[config.mk]
export PLATFORM = sky130hd
export DESIGN_NAME = seg7_disp_arbiter_flat
export DESIGN_NICKNAME = d
export VERILOG_FILES = /design/src/rtl/seg7_disp_arbiter_pkg.sv /design/src/rtl/seg7_disp_arbiter_if.sv /design/src/rtl/seg7_disp_arbiter_rr_arbiter.sv /design/src/rtl/seg7_disp_arbiter.sv /design/src/flat_wrapper.sv
export SDC_FILE = /design/constraint.sdc
export NUM_CORES = 1
export LEC_CHECK = 0
export ABC_AREA = 1
export CAP_MARGIN = 15
export CORE_MARGIN = 8
export CORE_UTILIZATION = 57
export DETAILED_ROUTE_END_ITERATION = 10
export GPL_TIMING_DRIVEN = 0
export HOLD_SLACK_MARGIN = 0.03
export PLACE_DENSITY = 0.79
export SYNTH_ARGS = -nofsm -noshare
export SYNTH_HDL_FRONTEND = slang
export SYNTH_SLANG_ARGS = --single-unit
[constraint.sdc]
create_clock -name clk -period 2.4 [get_ports clk]
set_input_delay 0.48 -clock clk [delete_from_list [all_inputs] [get_ports clk]]
set_output_delay 0.48 -clock clk [all_outputs]
set_load 0.02 [all_outputs]
[src/rtl/seg7_disp_arbiter_pkg.sv]
// Shared types and constants for the seven-segment display arbiter.
// Holds the controller state enum, the display data width and a counter-width helper.
package seg7_disp_pkg;

    localparam int DATA_W = 8;

    typedef enum logic [1:0] {
        LAMP,
        IDLE,
        SHOW,
        HOLD
    } disp_state_t;

    // Width of a counter that must hold values 0..n-1, never narrower than one bit.
    function automatic int cnt_w(input int n);
        return (n > 1) ? $clog2(n) : 1;
    endfunction

endpackage

[src/rtl/seg7_disp_arbiter_if.sv]
// Requester-side bundle for the display arbiter: request, value, blink flag and grant.
// The master modport is the requester side; the slave modport is the arbiter.
interface seg7_disp_arbiter_if
    import seg7_disp_pkg::*;
#(
    parameter int NREQ = 2
) ();

    logic [NREQ-1:0]             req;
    logic [NREQ-1:0][DATA_W-1:0] req_data;
    logic [NREQ-1:0]             req_alert;
    logic [NREQ-1:0]             gnt;

    modport master (output req, output req_data, output req_alert, input gnt);
    modport slave  (input req, input req_data, input req_alert, output gnt);

endinterface

[src/rtl/seg7_disp_arbiter_rr_arbiter.sv]
// Combinational round-robin picker: first requester at or after ptr wins.
// Produces a one-hot grant and the matching index; outputs are zero when nobody requests.
module rr_arbiter #(
    parameter int NREQ = 2,
    parameter int IW   = $clog2(NREQ)
) (
    input  logic [NREQ-1:0] req,
    input  logic [IW-1:0]   ptr,
    output logic [NREQ-1:0] gnt,
    output logic [IW-1:0]   idx
);

    int   j;
    logic found;

    always_comb begin
        gnt   = '0;
        idx   = '0;
        found = 1'b0;
        j     = 0;
        for (int i = 0; i < NREQ; i++) begin
            j = int'(ptr) + i;
            if (j >= NREQ) j = j - NREQ;
            if (!found && req[j]) begin
                found  = 1'b1;
                gnt[j] = 1'b1;
                idx    = IW'(j);
            end
        end
    end

endmodule

[src/rtl/seg7_disp_arbiter.sv]
// Shares one dual hex-digit display between NREQ requesters with round-robin ownership and dwell.
// Optional blink of the owner's value is built only when DISP_BLINK_EN is defined.
//
// state | meaning
// LAMP  | lamp test after reset (test=1), requests left pending
// IDLE  | display blanked, waiting for the first request
// SHOW  | owner within its minimum dwell; only owner updates accepted
// HOLD  | dwell served; any other requester may take over, display stays lit
module seg7_disp_arbiter
    import seg7_disp_pkg::*;
#(
    parameter int NREQ         = 2,
    parameter int DWELL_CYCLES = 50_000_000,
    parameter int TEST_CYCLES  = 25_000_000,
    parameter int BLINK_HALF   = 12_500_000
) (
    input  logic                    clk,
    input  logic                    reset,
    seg7_disp_arbiter_if.slave      rq,
    output logic                    blank,
    output logic                    test,
    output logic [DATA_W-1:0]       data,
    output logic [$clog2(NREQ)-1:0] owner,
    output logic                    busy
);

    localparam int IW   = $clog2(NREQ);
    localparam int DW_W = cnt_w(DWELL_CYCLES);
    localparam int TW   = cnt_w(TEST_CYCLES + 1);

    disp_state_t       state_q, state_d;
    logic [TW-1:0]     lamp_q, lamp_d;
    logic [DW_W-1:0]   dwell_q, dwell_d;
    logic [IW-1:0]     ptr_q, ptr_d;
    logic [NREQ-1:0]   gnt_q, gnt_d;
    logic [DATA_W-1:0] data_q, data_d;
    logic [IW-1:0]     owner_q, owner_d;
    logic              blank_q, blank_d;
    logic              test_q, test_d;
    logic              busy_q, busy_d;

    logic [NREQ-1:0]   arb_gnt;
    logic [IW-1:0]     arb_idx;
    logic              do_grant;
    logic [IW-1:0]     win;
    logic [NREQ-1:0]   win_oh;
    disp_state_t       grant_state;

    rr_arbiter #(
        .NREQ (NREQ),
        .IW   (IW)
    ) u_rr_arbiter (
        .req  (rq.req),
        .ptr  (ptr_q),
        .gnt  (arb_gnt),
        .idx  (arb_idx)
    );

    // A dwell of one cycle is already served at the grant edge.
    assign grant_state = (DWELL_CYCLES > 1) ? SHOW : HOLD;

    always_comb begin
        state_d  = state_q;
        lamp_d   = lamp_q;
        dwell_d  = dwell_q;
        ptr_d    = ptr_q;
        gnt_d    = '0;
        data_d   = data_q;
        owner_d  = owner_q;
        do_grant = 1'b0;
        win      = arb_idx;
        win_oh   = arb_gnt;

        case (state_q)
            LAMP: begin
                if (lamp_q == '0) state_d = IDLE;
                else              lamp_d  = lamp_q - 1'b1;
            end
            IDLE: begin
                if (|rq.req) begin
                    do_grant = 1'b1;
                    state_d  = grant_state;
                    dwell_d  = '0;
                end
            end
            SHOW: begin
                if (rq.req[owner_q]) begin
                    do_grant        = 1'b1;
                    win             = owner_q;
                    win_oh          = '0;
                    win_oh[owner_q] = 1'b1;
                end
                dwell_d = dwell_q + 1'b1;
                if (dwell_d == DW_W'(DWELL_CYCLES - 1)) state_d = HOLD;
            end
            HOLD: begin
                // Pointer sits at owner+1, so the owner only wins when alone.
                if (|rq.req) begin
                    do_grant = 1'b1;
                    if (arb_idx != owner_q) begin
                        state_d = grant_state;
                        dwell_d = '0;
                    end
                end
            end
            default: state_d = LAMP;
        endcase

        if (do_grant) begin
            gnt_d   = win_oh;
            data_d  = rq.req_data[win];
            owner_d = win;
            ptr_d   = (win == IW'(NREQ - 1)) ? '0 : win + 1'b1;
        end
    end

`ifdef DISP_BLINK_EN
    localparam int BW = cnt_w(BLINK_HALF);

    logic          alert_q, alert_d;
    logic [BW-1:0] bcnt_q, bcnt_d;
    logic          ph_q, ph_d;

    always_comb begin
        alert_d = alert_q;
        bcnt_d  = bcnt_q;
        ph_d    = ph_q;
        if (do_grant) begin
            alert_d = rq.req_alert[win];
            bcnt_d  = BW'(BLINK_HALF - 1);
            ph_d    = 1'b0;
        end else if (state_q == SHOW || state_q == HOLD) begin
            if (bcnt_q == '0) begin
                ph_d   = ~ph_q;
                bcnt_d = BW'(BLINK_HALF - 1);
            end else begin
                bcnt_d = bcnt_q - 1'b1;
            end
        end
    end

    always_ff @(posedge clk or posedge reset) begin
        if (reset) begin
            alert_q <= 1'b0;
            bcnt_q  <= '0;
            ph_q    <= 1'b0;
        end else begin
            alert_q <= alert_d;
            bcnt_q  <= bcnt_d;
            ph_q    <= ph_d;
        end
    end
`else
    logic unused_alert;
    assign unused_alert = ^rq.req_alert;
`endif

    always_comb begin
        test_d  = (state_d == LAMP);
        busy_d  = (state_d == SHOW) || (state_d == HOLD);
        blank_d = (state_d == IDLE);
`ifdef DISP_BLINK_EN
        if (busy_d) blank_d = alert_d & ph_d;
`endif
    end

    always_ff @(posedge clk or posedge reset) begin
        if (reset) begin
            state_q <= LAMP;
            lamp_q  <= TW'(TEST_CYCLES);
            dwell_q <= '0;
            ptr_q   <= '0;
            gnt_q   <= '0;
            data_q  <= '0;
            owner_q <= '0;
            blank_q <= 1'b1;
            test_q  <= 1'b0;
            busy_q  <= 1'b0;
        end else begin
            state_q <= state_d;
            lamp_q  <= lamp_d;
            dwell_q <= dwell_d;
            ptr_q   <= ptr_d;
            gnt_q   <= gnt_d;
            data_q  <= data_d;
            owner_q <= owner_d;
            blank_q <= blank_d;
            test_q  <= test_d;
            busy_q  <= busy_d;
        end
    end

    assign rq.gnt = gnt_q;
    assign blank  = blank_q;
    assign test   = test_q;
    assign data   = data_q;
    assign owner  = owner_q;
    assign busy   = busy_q;

endmodule

[src/flat_wrapper.sv]
// flat-port wrapper written by rule: the top's interface ports become plain ports
module seg7_disp_arbiter_flat import seg7_disp_pkg::*;
#(
    parameter int NREQ         = 2,
    parameter int DWELL_CYCLES = 50_000_000,
    parameter int TEST_CYCLES  = 25_000_000,
    parameter int BLINK_HALF   = 12_500_000
)
  (clk, reset, blank, test, data, owner, busy, rq_req, rq_req_data, rq_req_alert, rq_gnt);
  seg7_disp_arbiter_if #(.NREQ(NREQ)) rq_i ();
  input  logic clk;
  input  logic reset;
  output logic blank;
  output logic test;
  output logic [DATA_W-1:0] data;
  output logic [$clog2(NREQ)-1:0] owner;
  output logic busy;
  input wire logic [$bits(rq_i.req)-1:0] rq_req;
  input wire logic [$bits(rq_i.req_data)-1:0] rq_req_data;
  input wire logic [$bits(rq_i.req_alert)-1:0] rq_req_alert;
  output wire logic [$bits(rq_i.gnt)-1:0] rq_gnt;
  assign rq_i.req = rq_req;
  assign rq_i.req_data = rq_req_data;
  assign rq_i.req_alert = rq_req_alert;
  assign rq_gnt = rq_i.gnt;
  seg7_disp_arbiter #(.NREQ(NREQ), .DWELL_CYCLES(DWELL_CYCLES), .TEST_CYCLES(TEST_CYCLES), .BLINK_HALF(BLINK_HALF)) u_core (.clk(clk), .reset(reset), .rq(rq_i), .blank(blank), .test(test), .data(data), .owner(owner), .busy(busy));
endmodule
After elaboration in Yosys (flattened, before gate mapping). Index checks and enable logic that the tools add are counted.

Register bits after elaboration: 68. Bits in latches: 0. Bits in writable memories: 0. ROM bits: 0. Output and inout port bits: 14. Word-level logic and storage cells: 94. Memories: 0.

$add $sub $neg: 6. $mul: 0. Divide/modulo/power cells: 0. Order comparisons: 9. Eq/ne operators: 11. Shifts and indexed selects: 0. Multiplexer cells: 42. Bitwise operators: 2. Reduce and logical (&&, ||, !) cells: 14.

Operator list (number): $mux 26 (3); $pmux 26 s3 (1); $ge 32x1->1 const B (2); $lt 32x3->1 const B (2); $mux 32 (2); $add 26x1->26 const B (1); $eq 26x26->1 const B (1); $logic_not 25->1 (1); $sub 25x1->25 const B (1); $mux 2 (10); $mux 1 (19); $mux 8 (2); $eq 2x2->1 const B (4); $pmux 2 s4 (1); $ne 2x1->1 const B (3); $eq 2x1->1 const B (2); $logic_and 1x1->1 (4); $logic_not 2->1 (2); $lt 1x2->1 const B (2); $reduce_and 4->1 (1); $reduce_or 2->1 (2); $demux 1 s1 (3); $reduce_bool 3->1 (1); $sub 1x2->3 const B (1); other kinds (13) (13).

Longest topological paths before layout. Gate-level depths: netlist of run 1.

Word-level depth: 15. Depth in mapped cells: 15. Depth with buffers taken out: 15.

Modules after synthesis. A second synthesis of run 1 with hierarchy kept.

Cells, all modules: 513. Area total of the unflattened synthesis: 3925.0 um2.

By module, submodules not included: seg7_disp_arbiter (times used 1, cells each 508, area an instance 3896.2 um2, sequential area each 1717.9 um2); rr_arbiter (times used 1, cells each 5, area an instance 28.8 um2, sequential area each 0.0 um2).

Worst setup path after synthesis of run 1. Ideal clock, no wire load.

Path type: reg-to-reg. Start: register u_core.dwell_q[1]. End: register u_core.state_q[0]. Library setup time: 114 ps. Arrival time: 1660 ps. Data required time: 2286 ps. Setup slack: 626 ps. Stages on the path, launching flop included: 14. Cell sequence: dfrtp_1 -> ha_1 -> nand2_2 -> nor2_4 -> nand2_4 -> nor2_4 -> nand2_1 -> nor2_1 -> xor2_1 -> nor2_1 -> nand3_1 -> nand2_1 -> nand2_2 -> inv_1.

Cells in the longest elaborated chain, start to end: 4.

RTL lines: from (decl) (RTL line seg7_disp_arbiter.sv:33) `logic [DW_W-1:0] dwell_q, dwell_d;`; from (signal assigned) (RTL line seg7_disp_arbiter.sv:182) `dwell_q <= dwell_d;`; $add 26x1->26 (RTL line seg7_disp_arbiter.sv:93) `dwell_d = dwell_q + 1'b1;`; $eq 26x26->1 (RTL line seg7_disp_arbiter.sv:94) `if (dwell_d == DW_W'(DWELL_CYCLES - 1)) state_d = HOLD;`; $mux 2 (RTL line seg7_disp_arbiter.sv:94); $pmux 2 s4 (RTL line seg7_disp_arbiter.sv:74) `case (state_q)`; named net u_core.state_d[0] (RTL line seg7_disp_arbiter.sv:31) `disp_state_t state_q, state_d;`; to (signal assigned) (RTL line seg7_disp_arbiter.sv:180) `state_q <= state_d;`; to (decl) (RTL line seg7_disp_arbiter.sv:31).

The timed path passes the listed nets, and every way through them passes these cells. A chain may end at the register's enable or synchronous reset.

Final worst setup path of run 1.
Start: input rq_req[0]. End: register u_core.dwell_q[15].

Cells in the longest elaborated chain, start to end: 10. Elaborated cells on any way between the ends: 17.

RTL lines: from (decl) (RTL line flat_wrapper.sv:18) `input wire logic [$bits(rq_i.req)-1:0] rq_req;`; $mux 1 (not written as such) (3 in a row) (RTL line seg7_disp_arbiter_rr_arbiter.sv:24) `if (!found && req[j]) begin`; $mux 1 (RTL line seg7_disp_arbiter_rr_arbiter.sv:24); $logic_not 1->1 (RTL line seg7_disp_arbiter_rr_arbiter.sv:24); $logic_and 1x1->1 (RTL line seg7_disp_arbiter_rr_arbiter.sv:24); $mux 1 (RTL line seg7_disp_arbiter_rr_arbiter.sv:24); $ne 1x1->1 (RTL line seg7_disp_arbiter.sv:100) `if (arb_idx != owner_q) begin`; $ne 2x1->1 (no line); $reduce_and 4->1 (no line) (*).

Every way passes the cells marked *; elsewhere a longest branch is shown, timed or not. The select of a mux whose other input is x is not followed.

==> flow_summary.json, run 1 <==
{
  "whs_path_depth": 1,
  "r2r_end": "u_core.blank",
  "final_core_util_pct": 69.1,
  "multi_input_area_sq_mm": 0.00172,
  "endpoint_kind": "register",
  "die_width_um": 96.3,
  "ios": 36,
  "yosys-top-cells-count": "nand2_1 (137), nor2_1 (69), dfrtp_1 (55)",
  "via_per_inst": 5.30,
  "leakage_nw": 1.99,
  "synth_edf_count": 0,
  "maxSlewHeadroom_pct": 46.8,
  "yosys-top-cells-area": "dfrtp_1 (37%), nand2_1 (14%), dfstp_2 (9.3%), nor2_1 (7.1%), inv_1 (5.4%)",
  "synthArstFlopShare_pct": 100,
  "syn_nets": 509,
  "instances_no_fill": 610,
  "cap_violations": 0,
  "cpPeakStageDelay_ps": 500,
  "place_congestion": 0.897,
  "clk_pin_slew_worst_paths_ps": 80,
  "clock_sinks": 68,
  "dpl.hpwl_um": 6010,
  "vdd_drop_max_uv": 586,
  "yosys.cell_count.top_type": "nand2_1",
  "postRouteAntennaNets": 0,
  "finalSetupViolations": 0,
  "areaGrowthSynthToFinish_pct": 18.1,
  "min_to": "u_core.lamp_q[9]",
  "grt_setup_unrepaired": "false",
  "grt_pass1_vias": 3260,
  "synth_cell_types": 29,
  "cts_root_buf": "clkbuf_8",
  "cp_common_cell": "nand2_1",
  "clk-insertion-delay-late_ps": 350,
  "antenna_found_initial": 0,
  "avgSynthCellArea_sq_um": 7.58,
  "clock.fmax_mhz": 472,
  "gr-usage-all-layers_pct": 19.3,
  "fin_nets": 553,
  "post_cts_buffers": 0,
  "worstHoldStart": "u_core.lamp_q[9]",
  "drc_errors": 0,
  "regArea_sq_mm": 0.00172,
  "routedWlPerCell_um": 13.1,
  "hold_viol": 0,
  "drt_iter0_drc": 195,
  "crit_arrival_ps": 2310,
  "initial_core_util_pct": 58.5,
  "final.setup_skew_ps": 9.81,
  "drive_gt1_share_pct": 9.94,
  "cp.required_ps": 2600,
  "tightest_slew_ps": 798,
  "slew_viol_final": 0,
  "crit_slowest_cell": "clkdlybuf4s50_1",
  "die_area_sq_mm": 0.00926,
  "reg2reg_from": "u_core.dwell_q[1]",
  "ff2ff_setup_slack_ps": 290,
  "period_share_pct": 88.2,
  "power.total_mw": 2.91,
  "cp_top_family": "buffers and inverters",
  "status": "finished, final reports clean",
  "power_per_cell_area_mw_per_mm2": 671,
  "criticalPathCategory": "input pin to register",
  "crit_path_start_kind": "input pin",
  "core_area_sq_mm": 0.00628,
  "rr_worst_depth": 15,
  "cts.repair.resized": 0,
  "cts_hold_buf": 0,
  "cts_tree": "done",
  "ys.flop_type": "dfrtp_1",
  "clockBufferDepth": 2,
  "grt_pass1_wl_um": 14000,
  "ys_seq_area_share_pct": 46.8,
  "hp-class": "register to register",
  "htreeDepth": 3,
  "path_max_fanout": 10,
  "drt-pass1-iter-count": 4,
  "rows": 29,
  "dr_total_vias": 3232,
  "worst-path-buf-inv": 3,
  "portBuffers": 33,
  "place_inst": 594,
  "yosysWarnings": 0,
  "num-fill-cells": 510,
  "syn_inst": 484,
  "yosys.area.top_type": "dfrtp_1",
  "period_needed_ps": 2120,
  "die_h_um": 96.3,
  "grt_max_degree": 69,
  "netlist_area_sq_mm": 0.00367,
  "synth_seq_cells": 68,
  "synth_top_area_share_pct": 37.5,
  "whs_ps": 475,
  "insertedDiodeCount": 0,
  "crit_chain": "clkdlybuf4s50_1 -> inv_1 -> o21ai_1 -> nand2_1 -> nand2_1 -> o21bai_2 -> nand2_1 -> clkbuf_1 -> o22ai_1",
  "drt-total-wl_um": 8010,
  "grt_overflow": 0,
  "cts-buffers-inserted": 9
}
kinds of logic (layout without fill, tap and decap cells):
kind of cell               Yosys count  after routing  share of synthesized area, %
AOI/OAI and AO/OA                   46             46                          6.78
adders and majority gates            3              3                          1.02
DFF                                 68             68                          46.8
buffers and inverters               62            111                          6.48
and+or+nand+nor                    281            281                          33.2
xor gates and xnor gates            24             24                          5.73
state kept, by name, indices dropped and copies added, names as in the netlist:
name,cells
u_core.dwell_q,26
u_core.state_q,2
u_core.ptr_q,1
u_core.data,8
u_core.test,1
u_core.rq.gnt,2
u_core.lamp_q,25
u_core.busy,1
u_core.owner,1
u_core.blank,1
metal layers:
metal  up-vias  share of wire, %  track usage [%]
li1       1622                 -                -
met1      1514                45             23.8
met2        87                46             30.7
met3         9               7.1             7.25
met4         0               1.2             6.02
met5         -                 0                0
cells in the final DEF (no fill, tap or decap):
cell             netlist  routed
nand2_1              137     137
nor2_1                69      69
dfrtp_1               55      55
inv_1                 53      52
nand3_1               38      38
clkdlybuf4s50_1        0      33
o21ai_0               27      27
xor2_1                14      14
o22ai_1               13      13
dfstp_2               13      13
nor3_1                10      10
xnor2_1               10      10
clkbuf_8               0      10
nand4_1                6       6
nand2_2                6       6
nor2_4                 5       5
nor2_2                 4       4
clkbuf_1               4       4
o21ai_1                3       3
ha_1                   3       3
inv_2                  2       2
nand2_4                2       2
a21oi_1                2       2
inv_6                  0       2
bufinv_16              0       2
buf_4                  1       1
nor4_1                 1       1
nand3b_1               1       1
or3_1                  1       1
or2_2                  1       1
clkinv_1               1       1
buf_2                  1       1
o21bai_2               0       1
inv_4                  0       1
clkinvlp_4             0       1
clkinv_4               0       1
worst max-delay path by stage:
stage / cells after the start / slack, ps / to / startpoint
after floorplan: 1 / 230 / u_core.busy / reset
after detailed placement: 8 / -200 / u_core.dwell_q[0] / rq_req[0]
final: 9 / 280 / u_core.dwell_q[15] / rq_req[0]
after global routing: 15 / 60 / u_core.blank / u_core.dwell_q[1]
after global placement: 2 / -930 / u_core.dwell_q[3] / reset
after CTS: 8 / 160 / u_core.dwell_q[0] / rq_req[0]
layout make-up:
| cell class | instances | area share [%] |
|---|---|---|
| multi-input combinational | 354 | 39.7 |
| sequential | 68 | 39.6 |
| timing repair buffer | 33 | 7.62 |
| inverter | 56 | 4.91 |
| clock buffer | 10 | 3.17 |
| tap | 77 | 2.22 |
| clock inverter | 6 | 2.16 |
| buffer | 6 | 0.635 |
per-stage QoR:
| step | instance area, sq um | setup slack [ps] | TNS [ps] |
|---|---|---|---|
| after floorplan | 3670 | 230 | 0 |
| after global placement | 4100 | -928 | -56110 |
| after detailed placement | 4100 | -201 | -3250 |
| after CTS | 4330 | 164 | 0 |
| after global routing | 4340 | 60.4 | 0 |
| final | 4340 | 283 | 0 |
worst reg2reg max path, delay by kind of cell (launching register included):
family        cells  cell delay, ps
fa+ha+maj         1             250
flops             1             430
simple gates     14            1360
power breakdown:
group | internal [mW] | total, mW | switching (mW)
logic | 0.234 | 0.533 | 0.299
clock network | 0.622 | 1.09 | 0.463
registers | 1.24 | 1.29 | 0.0531
Note: power is estimated with default switching activity, not from simulation.
==> run 2, diff against run 1 <==
CORE_ASPECT_RATIO = 1.75   (was default)
PLACE_DENSITY = 0.8   (was 0.79)
==> run 2 against run 1 <==
  * Total power shrank 4.7%
  * Design area decreased by 0.52%
  * Critical path depth unchanged
  * Sequential power barely moved
  * Setup slack worse by 27 ps
  * Cell count rose by 0.66%
  * Via count increased by 1.4%
  * Critical endpoint is now u_core.dwell_q[10]
==> flow_summary.json, run 2 (synthesis gave the netlist of run 1 again) <==
{
  "drc_errors": 0,
  "place_congestion": 0.880,
  "final_common_cell": "nand2_1",
  "power_per_cell_area_mw_per_mm2": 643,
  "grt_setup_unrepaired": "false",
  "cts_tree": "done",
  "endpoint_kind": "register",
  "grt_overflow": 0,
  "grt_pass1_wl_um": 15100,
  "top_register": "u_core.dwell_q",
  "clk-insertion-delay-late_ps": 350,
  "period_share_pct": 89.3,
  "post_cts_buffers": 0,
  "cts-buffers-inserted": 9,
  "clk_pin_slew_worst_paths_ps": 70,
  "crit_path_start_kind": "input pin",
  "clock_sinks": 68,
  "whs_ps": 483,
  "clockBufferDepth": 2,
  "status": "finished, final reports clean",
  "finalSetupViolations": 0,
  "insertedDiodeCount": 0,
  "path_max_fanout": 10,
  "tightest_slew_ps": 589,
  "core_area_sq_mm": 0.00623,
  "via_per_inst": 5.34,
  "clock.fmax_mhz": 466,
  "postRouteAntennaNets": 0,
  "num-fill-cells": 503,
  "ios": 36,
  "drt-total-wl_um": 8700,
  "finalSetupTns_ps": 0,
  "fin_nets": 554,
  "final.setup_skew_ps": 6.24,
  "final_core_util_pct": 69.2,
  "drt_iter0_drc": 261,
  "crit_arrival_ps": 2350,
  "leakage_nw": 1.98,
  "areaGrowthSynthToFinish_pct": 17.5,
  "maxSlewHeadroom_pct": 60.7,
  "dpl.hpwl_um": 6660,
  "drive_gt1_share_pct": 9.36,
  "portBuffers": 33,
  "antenna_found_initial": 0,
  "rows": 38,
  "die_h_um": 122,
  "hp-class": "register to register",
  "vdd_drop_max_uv": 522,
  "largest_reg_flops": 26,
  "most-common-layout-cells": "nand2_1 (137), nor2_1 (69), dfrtp_1 (55)",
  "initial_core_util_pct": 58.9,
  "die_area_sq_mm": 0.00937,
  "die_width_um": 76.7,
  "dr_total_vias": 3278,
  "routedWlPerCell_um": 14.2,
  "gr-usage-all-layers_pct": 20.0,
  "grt_max_degree": 45,
  "grt_pass1_vias": 3467,
  "drt-pass1-iter-count": 4,
  "criticalPathCategory": "input pin to register",
  "period_needed_ps": 2140,
  "cp.required_ps": 2600,
  "cts_hold_buf": 0,
  "slew_viol_final": 0,
  "hold_viol": 0,
  "cap_violations": 0,
  "htreeDepth": 3,
  "cts_root_buf": "clkbuf_8"
}
## run 2: cell count changes in the layout (fill, tap and decap cells not counted)
cell,delta
inv_6,-2
clkinvlp_4,-1
buf_12,+1
inv_4,-1
clkbuf_1,+4
clkinv_4,-1
clkinv_2,+1
bufinv_16,-1
inv_2,+1
## run 2: final cells by class
class / instances / area, sq um / area share, %
Clock buffer: 14 / 153 / 3.54
Sequential cell: 68 / 1720 / 39.8
Timing Repair Buffer: 34 / 350 / 8.12
Clock inverter: 2 / 35.0 / 0.812
Buffer: 6 / 27.5 / 0.638
Inverter: 56 / 210 / 4.87
Multi-Input combinational cell: 354 / 1720 / 39.9
Tap cell: 80 / 100 / 2.32
## run 2: worst max-delay path: stages
cell and delay, ps:
clkdlybuf4s50_1 490, inv_1 60, o21ai_1 230, nand2_1 100
nand2_1 90, o21bai_2 110, nand2_1 160, clkbuf_1 480
o22ai_1 140
## run 2: path summary, 6_finish.rpt
kind / slack, ps / cells past startpoint / end / start
setup / recovery: 260 / 9 / u_core.dwell_q[10] / rq_req[0]
hold / removal: 480 / 2 / u_core.lamp_q[24] / u_core.lamp_q[24]
setup reg to reg: 310 / 15 / u_core.blank / u_core.dwell_q[1]
hold reg to reg: 480 / 2 / u_core.lamp_q[24] / u_core.lamp_q[24]
max in group asynchronous: 1220 / 3 / u_core.lamp_q[22] / reset
min in group asynchronous: 500 / 2 / u_core.lamp_q[1] / reset
## run 2: stage by stage
step | instance area, sq um | setup WS (ps) | total power [mW] | instances
CTS | 4310 | 244 | 2.79 | 614
finish | 4310 | 256 | 2.77 | 614
detailed placement | 4120 | -115 | 1.86 | 598
global route | 4310 | 61.5 | 2.88 | 614
global placement | 4100 | -889 | 1.84 | 597
floorplan | 3670 | 230 | 1.59 | 484
## run 2: power breakdown
group          leakage, nW  switching [mW]  internal, mW
sequential           0.862          0.0533          1.24
combinational         1.02           0.309         0.237
clock               0.0947           0.426         0.509
## run 2: metal layers
layer | vias to the layer above | wire, um | track usage (%)
met2 | 76 | 4780 | 37.4
li1 | 1632 | - | -
met1 | 1536 | 3260 | 18.9
met4 | 0 | 379 | 14.6
met3 | 34 | 282 | 3.91
met5 | - | 0 | 0
## run 2: timing repair
action,in CTS,in global routing
endpoints found under the hold margin,0,0
endpoints found under the setup margin,0,2
gates resized for setup,0,1
==> run 3, diff against run 2 <==
ABC_CLOCK_PERIOD_IN_PS = 2250   (was default)
clock period = 2.25 ns   (was 2.4 ns; I/O delays follow)
==> run 3 against run 2 <==
  * Clock-buffer cell count unchanged
  * Non-clock buffer count is 1 higher
  * Cell count is 0.16% higher
  * First-iteration DRC count increased by 0.38%
  * Routed wire length about the same
  * Total power is 6.4% higher
  * Sequential power grew 7%
  * Largest cell class unchanged
  * Largest power group unchanged
==> flow_summary.json, run 3 (synthesis gave the netlist of run 1 again) <==
{
  "status": "finished, final reports clean",
  "dr_total_vias": 3261,
  "ff2ff_setup_slack_ps": 220,
  "clock.fmax_mhz": 489,
  "sequentialPowerShare_pct": 46.7,
  "clk_pin_slew_worst_paths_ps": 70,
  "antenna_found_initial": 0,
  "final_core_util_pct": 69.7,
  "finalWorstSetupSlack_ps": 203,
  "cp.required_ps": 2460,
  "path_max_fanout": 10,
  "grt_max_degree": 45,
  "grt_pass1_vias": 3467,
  "postRouteAntennaNets": 0,
  "drc_errors": 0,
  "cts_root_buf": "clkbuf_8",
  "dp_slack_ps": -235,
  "most-common-layout-cells": "nand2_1 (137), nor2_1 (68), dfrtp_1 (55)",
  "cts_tree": "done",
  "grt_overflow": 0,
  "portBuffers": 33,
  "cts-buffers-inserted": 9,
  "place_congestion": 0.880,
  "leakage_nw": 1.99,
  "crit_arrival_ps": 2250,
  "areaGrowthSynthToFinish_pct": 18.3,
  "crit_path_start_kind": "input pin",
  "die_h_um": 122,
  "combPwrFrac_pct": 19.7,
  "fin_nets": 555,
  "hp-class": "input pin to asynchronous set/reset pin",
  "drt_iter0_drc": 262,
  "period_needed_ps": 2050,
  "htreeDepth": 3,
  "cts_hold_buf": 0,
  "drive_gt1_share_pct": 10.3,
  "ios": 36,
  "slew_viol_final": 0,
  "final_common_cell": "nand2_1",
  "endpoint_kind": "register",
  "place_inst": 598,
  "hold_viol": 0,
  "finalSetupViolations": 0,
  "largest_reg_flops": 26,
  "final.setup_skew_ps": 4.98,
  "gr-usage-all-layers_pct": 20.0,
  "clock_sinks": 68,
  "period_share_pct": 91.0,
  "routedWlPerCell_um": 14.2,
  "cap_violations": 0,
  "power_per_cell_area_mw_per_mm2": 680,
  "dpl.hpwl_um": 6660,
  "switching_share_pct": 28.2,
  "switching_power_mw": 0.833,
  "insertedDiodeCount": 0,
  "place_area_sq_mm": 0.00412,
  "top_register": "u_core.dwell_q",
  "rows": 38,
  "maxSlewHeadroom_pct": 62.5,
  "die_area_sq_mm": 0.00937,
  "fin_area_sq_mm": 0.00434,
  "criticalPathCategory": "input pin to register",
  "initial_core_util_pct": 58.9,
  "clk-insertion-delay-late_ps": 350,
  "drt-total-wl_um": 8710,
  "clockBufferDepth": 2,
  "instances_no_fill": 615,
  "p_int_mw": 2.12,
  "pwr-share-clk_pct": 33.6,
  "die_width_um": 76.7,
  "grt_pass1_wl_um": 15100,
  "drt-pass1-iter-count": 4,
  "core_area_sq_mm": 0.00623,
  "vdd_drop_max_uv": 550,
  "tightest_slew_ps": 563,
  "via_per_inst": 5.30
}
run 3: changes by cell type in the layout (fill, tap and decap cells not counted), sizes merged:
cell / previous run / this run
buf: 3 / 4
run 3: what timing repair did:
| item | in CTS | in global routing |
|---|---|---|
| setup buffers | 0 | 1 |
| endpoints found under the hold margin | 0 | 0 |
| resized for setup | 0 | 7 |
| setup endpoints to repair | 0 | 23 |
run 3: routing by layer:
layer / share of wire [%] / GRT usage, % / vias to the layer above
li1: - / - / 1633
met1: 37 / 18.9 / 1525
met2: 56 / 37.4 / 71
met3: 3.1 / 3.91 / 32
met4: 4.3 / 14.6 / 0
met5: 0 / 0 / -
run 3: power groups by stage:
stage	clock network [mW]	registers (mW)	logic [mW]
5_1_grt	1.05	1.39	0.636
4_1_cts	1.01	1.38	0.590
6_report	0.991	1.38	0.581
3_5_place_dp	0	1.40	0.589
3_3_place_gp	0	1.40	0.570
2_1_floorplan	0	1.51	0.187
run 3: final cells by class:
type	count	area [sq um]
multi-input cells	354	1740
well taps	80	100
clock buffers	14	153
clock inverters	2	35.0
inverters	56	210
repair buffers	35	358
flip-flops and latches	68	1720
fillers	503	1890
plain buffers	6	28.8
run 3: worst max-delay path, cell delays in order:
cell and delay, ps:
clkdlybuf4s50_1 490, inv_1 60, o21ai_1 230, nand2_1 100, nand2_1 90, o21bai_2 110, nand2_1 160, clkbuf_1 420
o22ai_1 140
run 3: final timing paths:
kind                                         from                  to  depth (start not counted)
worst max-delay path                    rq_req[0]  u_core.dwell_q[20]                          9
max in group asynchronous                   reset   u_core.lamp_q[19]                          3
worst max register to register  u_core.dwell_q[1]   u_core.state_q[0]                         13
worst min-delay path                        reset    u_core.lamp_q[7]                          2
worst min register to register   u_core.lamp_q[9]    u_core.lamp_q[9]                          1
min in group clk                 u_core.lamp_q[9]    u_core.lamp_q[9]                          1
run 3: through the flow:
step / hold slack (ps) / TNS, ps / power (mW)
after floorplan: 443 / 0 / 1.69
after global placement: 454 / -62930 / 1.97
after detailed placement: 469 / -4080 / 1.99
after CTS: 474 / 0 / 2.98
after global routing: 500 / -0.616 / 3.08
final: 465 / 0 / 2.95
==> variant (settings of run 3) <==
The option `DISP_BLINK_EN` is turned on by a define.
--- a/src/rtl/seg7_disp_arbiter.sv
+++ b/src/rtl/seg7_disp_arbiter.sv
@@ -6,6 +6,8 @@
 // IDLE  | display blanked, waiting for the first request
 // SHOW  | owner within its minimum dwell; only owner updates accepted
 // HOLD  | dwell served; any other requester may take over, display stays lit
+`define DISP_BLINK_EN
+
 module seg7_disp_arbiter
     import seg7_disp_pkg::*;
 #(
Formal check against the unedited RTL: no difference found for any inputs over 10 cycles, from zero or initial values and one cycle with reset high; that may be too few to reach the edited logic, so the function may still have changed.
==> variant against run 3 <==
Sequential cell count is 26 higher; core utilization is 1.8 points lower; cell area is 42% higher; critical path depth is 1 higher; sequential share of layout area is 1.2 points lower; non-clock buffer count is 4 higher; wire length is 40% higher; hold slack worse by 1.9 ps; total power is 85% higher; synthesized area is 45% higher; register-to-register slack better by 40 ps; worst setup slack worse by 60 ps.
==> variant: results (changes against run 3) <==
<table>
<tr><th>Metric</th><th>Value</th></tr>
<tr><th colspan="2">Synth</th></tr>
<tr><td>Syn Inst Count</td><td>680 (was 484)</td></tr>
<tr><td>Most numerous cell types in the synthesized netlist</td><td>172 x sky130_fd_sc_hd__nand2_1, 87 x sky130_fd_sc_hd__nor2_1, 81 x sky130_fd_sc_hd__dfrtp_1 (was 137 x sky130_fd_sc_hd__nand2_1, 69 x sky130_fd_sc_hd__nor2_1, 55 x sky130_fd_sc_hd__dfrtp_1)</td></tr>
<tr><td>Syn nets</td><td>707 (was 509)</td></tr>
<tr><td>Synth unique cells</td><td>43 (was 29)</td></tr>
<tr><th colspan="2">Setup path</th></tr>
<tr><td>Largest driver fanout on the critical path</td><td>5 (was 10)</td></tr>
<tr><td>Biggest cell delay along the critical path</td><td>570 ps (was 490 ps)</td></tr>
<tr><td>Data arrival time of the worst path</td><td>2330 ps (was 2250 ps)</td></tr>
<tr><td>Top cell family by delay on the critical path</td><td>simple AND/OR/NAND/NOR gates (was buffers and inverters)</td></tr>
<tr><th colspan="2">Drt</th></tr>
<tr><td>Wire length on met2</td><td>6.40 mm (was 4.87 mm)</td></tr>
<tr><td>Total met3 wirelength after detailed routing</td><td>558 um (was 271 um)</td></tr>
<tr><td>Final routed wire length divided by cell count</td><td>14.4 um (was 14.2 um)</td></tr>
<tr><td>Number of DRC markers after the initial detailed-route iteration</td><td>322 (was 262)</td></tr>
<tr><th colspan="2">GRT</th></tr>
<tr><td>Wire length of the first global-routing pass</td><td>20.7 mm (was 15.1 mm)</td></tr>
<tr><td>All-layer global routing usage</td><td>20.6% (was 20.0%)</td></tr>
<tr><td>Number of global-route vias before repair</td><td>4,650 (was 3,467)</td></tr>
<tr><td>Met3 routing resource usage after global routing</td><td>4.49% (was 3.91%)</td></tr>
<tr><th colspan="2">Status</th></tr>
<tr><td>Status</td><td>finished clean (unchanged)</td></tr>
<tr><th colspan="2">Final layout</th></tr>
<tr><td>Filler Cell Count</td><td>793 (was 503)</td></tr>
<tr><td>Proportion of cell area occupied by multi-input gates</td><td>42.4% (was 40.1%)</td></tr>
<tr><td>Non-clock inverter count in the final layout</td><td>78 (was 56)</td></tr>
<tr><td>Multi-input gates</td><td>499 (was 354)</td></tr>
<tr><th colspan="2">Place</th></tr>
<tr><td>Number of placed instances with taps included</td><td>837 (was 598)</td></tr>
<tr><td>Detailed Place HPWL</td><td>9.00 mm (was 6.66 mm)</td></tr>
<tr><td>Count of buffers inserted at the top-level ports</td><td>35 (was 33)</td></tr>
<tr><td>Routability cong.</td><td>0.902 (was 0.880)</td></tr>
<tr><th colspan="2">STA</th></tr>
<tr><td>Slew at the pin with the worst max-slew slack</td><td>566 ps (was 563 ps)</td></tr>
<tr><th colspan="2">Clock network</th></tr>
<tr><td>Clk sinks</td><td>94 (was 68)</td></tr>
<tr><td>Clock root buffer</td><td>sky130_fd_sc_hd__clkbuf_16 (was sky130_fd_sc_hd__clkbuf_8)</td></tr>
<tr><th colspan="2">Pwr</th></tr>
<tr><td>Max IR drop VDD</td><td>0.714 mV (was 0.550 mV)</td></tr>
</table>
[variant: worst paths after layout]
check	startpoint	end	slack (ps)
max	rq_req[1]	u_core.bcnt_q[22]$_DFFE_PP0P_	140
min	reset	u_core.bcnt_q[18]$_DFFE_PP0P_	460
max reg2reg	u_core.dwell_q[1]$_DFFE_PP0P_	u_core.state_q[0]$_DFF_PP0_	260
min reg2reg	u_core.lamp_q[24]$_DFFE_PP1P_	u_core.lamp_q[24]$_DFFE_PP1P_	470
max in group asynchronous	reset	u_core.lamp_q[21]$_DFFE_PP1P_	910
min in group clk	u_core.lamp_q[24]$_DFFE_PP1P_	u_core.lamp_q[24]$_DFFE_PP1P_	470
[variant: kinds of logic (layout without fill, tap and decap cells)]
kind of cell             count (synthesis)  in the layout  share of synthesized area, %
AND/OR/NAND/NOR                        398            398                          35.7
AO/OA/AOI/OAI                           64             64                          6.87
buffers and inverters                   87            139                          6.59
flip-flops                              94             94                          44.4
adder cells (fa/ha/maj)                  5              5                          1.17
XOR/XNOR                                32             32                          5.25
[variant: metrics by stage]
step / worst slack, ps / hold WS (ps) / cell area [um^2]
3_3_place_gp: -261 / 452 / 5840
4_1_cts: 115 / 467 / 6180
5_1_grt: 37.2 / 489 / 6170
6_report: 143 / 463 / 6170
3_5_place_dp: -201 / 460 / 5880
2_1_floorplan: 625 / 443 / 5340
[variant: power by group]
part	total (W)	internal (W)	leakage [nW]	switching, W
Sequential	0.00238	0.00202	1.13	0.000359
Combinational	0.00154	0.000580	1.64	0.000963
Clock	0.00153	0.000869	0.143	0.000657
[variant: repair_timing]
action	in CTS	in global routing
setup buffers	0	0
setup endpoints to repair	0	1
hold buffers	0	0
hold endpoints to repair	0	0
